$ cat src/rtl/stack_sequencer.sv
// Fetch/decode control for a small stack machine: reads a combinational program ROM,
// drives the 8-deep negedge stack and emits a result stream plus halt/error status.
module stack_sequencer #(
    parameter int WIDTH      = 8,
    parameter int ADDR_WIDTH = 4
) (
    input  logic                  clk,
    input  logic                  resetN,
    output logic [ADDR_WIDTH-1:0] instr_addr,
    input  logic [WIDTH+3:0]      instr,
    output logic                  stack_push,
    output logic                  stack_pop,
    output logic [WIDTH-1:0]      stack_din,
    input  logic [WIDTH-1:0]      stack_dout,
    input  logic                  stack_full,
    input  logic                  stack_empty,
    output logic [WIDTH-1:0]      result,
    output logic                  result_valid,
    output logic                  halted,
    output logic                  error
);

    typedef enum logic [3:0] {
        FETCH, DECODE, PUSH_IMM, POP_A, POP_B, ALU_PUSH, OUT_POP, JZ_POP, HALT, ERROR
    } state_t;

    localparam logic [3:0] OP_NOP  = 4'h0;
    localparam logic [3:0] OP_PUSH = 4'h1;
    localparam logic [3:0] OP_OUT  = 4'h2;
    localparam logic [3:0] OP_ADD  = 4'h3;
    localparam logic [3:0] OP_SUB  = 4'h4;
    localparam logic [3:0] OP_AND  = 4'h5;
    localparam logic [3:0] OP_OR   = 4'h6;
    localparam logic [3:0] OP_XOR  = 4'h7;
    localparam logic [3:0] OP_JMP  = 4'h8;
    localparam logic [3:0] OP_JZ   = 4'h9;
    localparam logic [3:0] OP_HALT = 4'hF;

    state_t                  state;
    logic [ADDR_WIDTH-1:0]   pc;
    logic [WIDTH+3:0]        ir;
    logic [WIDTH-1:0]        a_reg;

    logic [3:0]              opcode;
    logic [WIDTH-1:0]        imm;
    logic [ADDR_WIDTH-1:0]   jump_target;

    assign opcode      = ir[WIDTH+3:WIDTH];
    assign imm         = ir[WIDTH-1:0];
    assign jump_target = imm[ADDR_WIDTH-1:0];
    assign instr_addr  = pc;

    // Stack requests are one-cycle Moore levels of the state register, settled well before
    // the stack samples them on the falling edge; there is no back-pressure, so the flags
    // are checked in DECODE/POP_A before any request that the stack would have to ignore.
    assign stack_push = (state == PUSH_IMM) || (state == ALU_PUSH);
    assign stack_pop  = (state == POP_A) || (state == POP_B) ||
                        (state == OUT_POP) || (state == JZ_POP);
    assign halted     = (state == HALT) || (state == ERROR);
    assign error      = (state == ERROR);

    function automatic logic [WIDTH-1:0] alu(input logic [3:0] op,
                                             input logic [WIDTH-1:0] b,
                                             input logic [WIDTH-1:0] a);
        case (op)
            OP_ADD:  alu = b + a;
            OP_SUB:  alu = b - a;
            OP_AND:  alu = b & a;
            OP_OR:   alu = b | a;
            default: alu = b ^ a;
        endcase
    endfunction

    always_ff @(posedge clk or negedge resetN) begin
        if (!resetN) begin
            state        <= FETCH;
            pc           <= '0;
            ir           <= '0;
            a_reg        <= '0;
            stack_din    <= '0;
            result       <= '0;
            result_valid <= 1'b0;
        end else begin
            result_valid <= 1'b0;
            case (state)
                FETCH: begin
                    ir    <= instr;
                    pc    <= pc + 1'b1;
                    state <= DECODE;
                end
                DECODE: begin
                    case (opcode)
                        OP_NOP:  state <= FETCH;
                        OP_JMP: begin
                            pc    <= jump_target;
                            state <= FETCH;
                        end
                        OP_HALT: state <= HALT;
                        OP_PUSH: begin
                            if (stack_full) begin
                                state <= ERROR;
                            end else begin
                                stack_din <= imm;
                                state     <= PUSH_IMM;
                            end
                        end
                        OP_OUT:  state <= stack_empty ? ERROR : OUT_POP;
                        OP_JZ:   state <= stack_empty ? ERROR : JZ_POP;
                        OP_ADD, OP_SUB, OP_AND, OP_OR, OP_XOR:
                                 state <= stack_empty ? ERROR : POP_A;
                        default: state <= ERROR;
                    endcase
                end
                PUSH_IMM: state <= FETCH;
                POP_A: begin
                    // stack_dout now holds the top (A); an empty stack means B is missing.
                    a_reg <= stack_dout;
                    state <= stack_empty ? ERROR : POP_B;
                end
                POP_B: begin
                    stack_din <= alu(opcode, stack_dout, a_reg);
                    state     <= ALU_PUSH;
                end
                ALU_PUSH: state <= FETCH;
                OUT_POP: begin
                    result       <= stack_dout;
                    result_valid <= 1'b1;
                    state        <= FETCH;
                end
                JZ_POP: begin
                    if (stack_dout == '0) pc <= jump_target;
                    state <= FETCH;
                end
                HALT:    state <= HALT;
                ERROR:   state <= ERROR;
                default: state <= ERROR;
            endcase
        end
    end

endmodule
$ cat config.mk
export PLATFORM = sky130hd
export DESIGN_NAME = stack_sequencer
export DESIGN_NICKNAME = d
export VERILOG_FILES = /design/src/rtl/stack_sequencer.sv
export SDC_FILE = /design/constraint.sdc
export NUM_CORES = 1
export LEC_CHECK = 0
export BUFFER_PORTS_ARGS = -buffer_cell sky130_fd_sc_hd__buf_2
export CORE_MARGIN = 8
export CORE_UTILIZATION = 55
export CTS_CLUSTER_SIZE = 10
export DETAILED_ROUTE_END_ITERATION = 8
export GPL_TIMING_DRIVEN = 0
export HOLD_SLACK_MARGIN = 0.08
export PLACE_DENSITY = 0.77
export SYNTH_ARGS = -nofsm -noshare
export SYNTH_HDL_FRONTEND = slang
export SYNTH_SLANG_ARGS = --single-unit
$ cat constraint.sdc
create_clock -name clk -period 3.55 [get_ports clk]
set_input_delay 1.065 -clock clk [delete_from_list [all_inputs] [get_ports clk]]
set_output_delay 1.065 -clock clk [all_outputs]
set_load 0.01 [all_outputs]
==> impl_metrics.py <==
metrics = {
    "status": {
        "status": "complete, no violations",
    },
    "synth": {
        "synthCells": 321,
        "syn_nets": 371,
        "syn_avg_cell_area_sq_um": 9.49,
        "ys_ff_latch": 45,
        "synth_ff_type": "dfrtp_1",
        "syn_area_sq_um": 3050,
        "yosysUniqueCellTypes": 56,
        "synth_edf_count": 0,
        "ys_seq_area_share_pct": 37.0,
        "yosysWarnings": 0,
        "ys_async_sr_fraction_pct": 100,
    },
    "clocking": {
        "htreeDepth": 2,
        "root_buffer": "clkbuf_8",
        "cts_tree": "yes",
        "cts_buffer_depth": 2,
        "cts_sinks": 45,
        "ctsHoldBuffers": 0,
        "clkTransAtPathRegs_ns": 0.09,
        "numCtsBuffers": 5,
        "cts_setup_buffers": 0,
        "cts_resized": 0,
        "clk-insertion-delay-late_ns": 0.30,
    },
    "drt": {
        "drt-total-wl_microns": 7210,
        "routedWlPerCell_microns": 16.1,
        "dr.pass1.iters": 4,
        "drt-initial-drc-count": 130,
        "vias_per_cell": 5.68,
        "drtAntennaViolNets": 0,
        "post-route-drc-count": 0,
        "vias": 2543,
    },
    "critical_path": {
        "reg2reg_depth": 12,
        "startpoint": "ir[11]",
        "crit_required_ns": 3.73,
        "worst-path-max-fanout": 9,
        "path_class": "flop to flop",
        "critPathArrivalTime_ns": 3.30,
        "endpoint": "stack_din[6]",
        "reg2reg_from": "ir[11]",
        "rrSetupSlack_ns": 0.42,
        "end_kind": "flop",
        "r2r-end": "stack_din[6]",
        "startpoint_type": "flop",
    },
    "placed_design": {
        "hpwl_microns": 5510,
        "place_area_sq_um": 3380,
        "dp_slack_ns": 0.514,
        "place.gp.congestion": 0.927,
        "io_buffers": 48,
    },
    "flow_run": {
        "max_cap_violations": 0,
    },
    "sta": {
        "max_slew_margin_pct": 30.2,
        "period_share_pct": 88.1,
        "setup_tns_ns": 0,
        "layout_setup_ws_ns": 0.424,
        "finClkSkew_ns": 0.0131,
        "drv_slew": 0,
        "rsz0062_at_grt": "no",
        "setup_viol": 0,
        "hold_violations": 0,
        "max_slew.worst_pin.slew_ns": 1.04,
        "clock.fmax_mhz": 320,
        "period_needed_ns": 3.13,
    },
    "power_and_ir_drop": {
        "p_per_area_nw_per_um2": 774,
        "p_leak_uw": 0.00162,
        "comb_power_share_pct": 54.1,
        "clkPwrFrac_pct": 13.9,
        "p_int_uw": 1540,
        "p_sw_uw": 1160,
        "p_total_uw": 2690,
        "swShare_pct": 43.0,
        "ir_drop_mv": 0.435,
        "power_frac_seq_pct": 32.0,
    },
    "cells_and_area": {
        "final_area_sq_um": 3480,
        "fin_util_pct": 64.0,
        "n_antenna_cell": 0,
        "final_cell_mix": "buf_2 (53), dfrtp_1 (45), nand2_1 (36), ha_1 (25)",
        "layout_commonest_cell": "buf_2",
        "top_register": "ir",
        "fin_nets": 426,
        "largest_reg_flops": 12,
        "area_growth_pct": 14.3,
        "nFillCells": 481,
        "drive_above_1_share_pct": 24.2,
    },
    "floorplanning": {
        "die_area_sq_um": 8180,
        "ios": 49,
        "fp.coreArea_sq_um": 5440,
        "fp.dieW_microns": 90.4,
        "start_util_pct": 56.0,
        "rows": 27,
        "chipHeight_microns": 90.4,
    },
    "min_path": {
        "min_path_type": "flop to flop",
    },
    "global_route": {
        "grt_overflow": 0,
        "grt_first_pass_wirelength_microns": 12500,
        "track_usage_pct": 18.3,
        "grt_max_degree": 46,
        "antenna_found_initial": 0,
        "grt_pass1_vias": 2636,
    },
}
## critical path, cell delays in order (launching register included)
cell and delay, ns:
dfrtp_1 0.36, buf_2 0.18, nand2b_1 0.24, nor3_2 0.39
nor2_1 0.10, xnor2_1 0.15, ha_1 0.34, nor2b_1 0.18
o31a_1 0.26, o21a_1 0.18, or3_1 0.31, a31oi_1 0.21
o31ai_1 0.10
## per-stage QoR
step	instances	hold WS (ns)
after floorplan	321	0.459
after global placement	441	0.457
after detailed placement	441	0.460
after CTS	448	0.478
after global routing	448	0.487
final	448	0.470
## layer usage
metal | vias up | share of wire, % | global-route usage [%]
met3 | 12 | 5.6 | 5.15
met1 | 1215 | 47 | 22.8
li1 | 1247 | - | -
met4 | 0 | 1.8 | 7.21
met5 | - | 0 | 0
met2 | 69 | 46 | 29.1
## area by class of cell
type                            instances  area [sq um]  share of cell area [%]
Timing Repair Buffer                   48           240                    6.90
Sequential cell                        45          1130                    32.4
Inverter                               20          75.1                    2.16
Tap cell                               72          90.1                    2.59
Clock inverter                          2          35.0                    1.01
Multi-Input combinational cell        241          1770                    50.8
Clock buffer                            5          68.8                    1.98
Buffer                                 15          77.6                    2.23
## logic make-up after synthesis
family / share of synthesized area (%)
AO/OA/AOI/OAI: 17.9
XOR/XNOR: 3.45
adder cells (fa/ha/maj): 10.9
buffers and inverters: 5.01
flip-flops: 37.0
multiplexers: 8.05
AND/OR/NAND/NOR: 17.7
## power by group through the flow
| stage | combinational, uW | sequential [uW] | clock [uW] |
|---|---|---|---|
| 2_1_floorplan | 1070 | 866 | 0 |
| 3_3_place_gp | 1390 | 858 | 0 |
| 3_5_place_dp | 1430 | 871 | 0 |
| 4_1_cts | 1450 | 859 | 385 |
| 5_1_grt | 1660 | 886 | 398 |
| 6_report | 1460 | 862 | 374 |
## Yosys cell counts, types with 2 or more instances
cell type   n  area share, %
nand4_1     2           0.41
a21o_1      2           0.49
nor4_4      2            1.4
inv_1      20            2.5
nor2_1     21            2.6
dfrtp_1    45             37
clkbuf_1    7           0.86
o22ai_1     2           0.41
nand3b_1    2           0.49
buf_2       5           0.82
a21oi_1    21            3.4
o211ai_1    3           0.74
buf_6       2           0.74
o21bai_1    2           0.49
mux2i_1     2           0.66
or3_1       2           0.41
nor3_1      7            1.1
o21a_1      2           0.49
nor4_1      2           0.41
o21ai_0    20            3.3
a221oi_1    2           0.58
xnor2_1    10            2.9
a22o_1      2           0.58
mux2_2     18            6.7
o21ai_1     4           0.66
o31ai_1     6            1.5
nand2_1    36            4.4
ha_1       25             10
mux2_1      2           0.74
o2111ai_1   3           0.86
a31oi_1     9            1.8
nand2b_1    8            1.6
xor2_1      2           0.58
## worst min path at each step
stage / startpoint / end / slack, ns / cells after the start
floorplan: ir[6] / ir[6] / 0.46 / 1
global placement: stack_din[4] / stack_din[4] / 0.46 / 2
detailed placement: stack_din[5] / stack_din[5] / 0.46 / 2
CTS: stack_din[5] / stack_din[5] / 0.48 / 2
global route: stack_din[5] / stack_din[5] / 0.49 / 2
finish: stack_din[5] / stack_din[5] / 0.47 / 2
(Power assumes the default switching activity.)
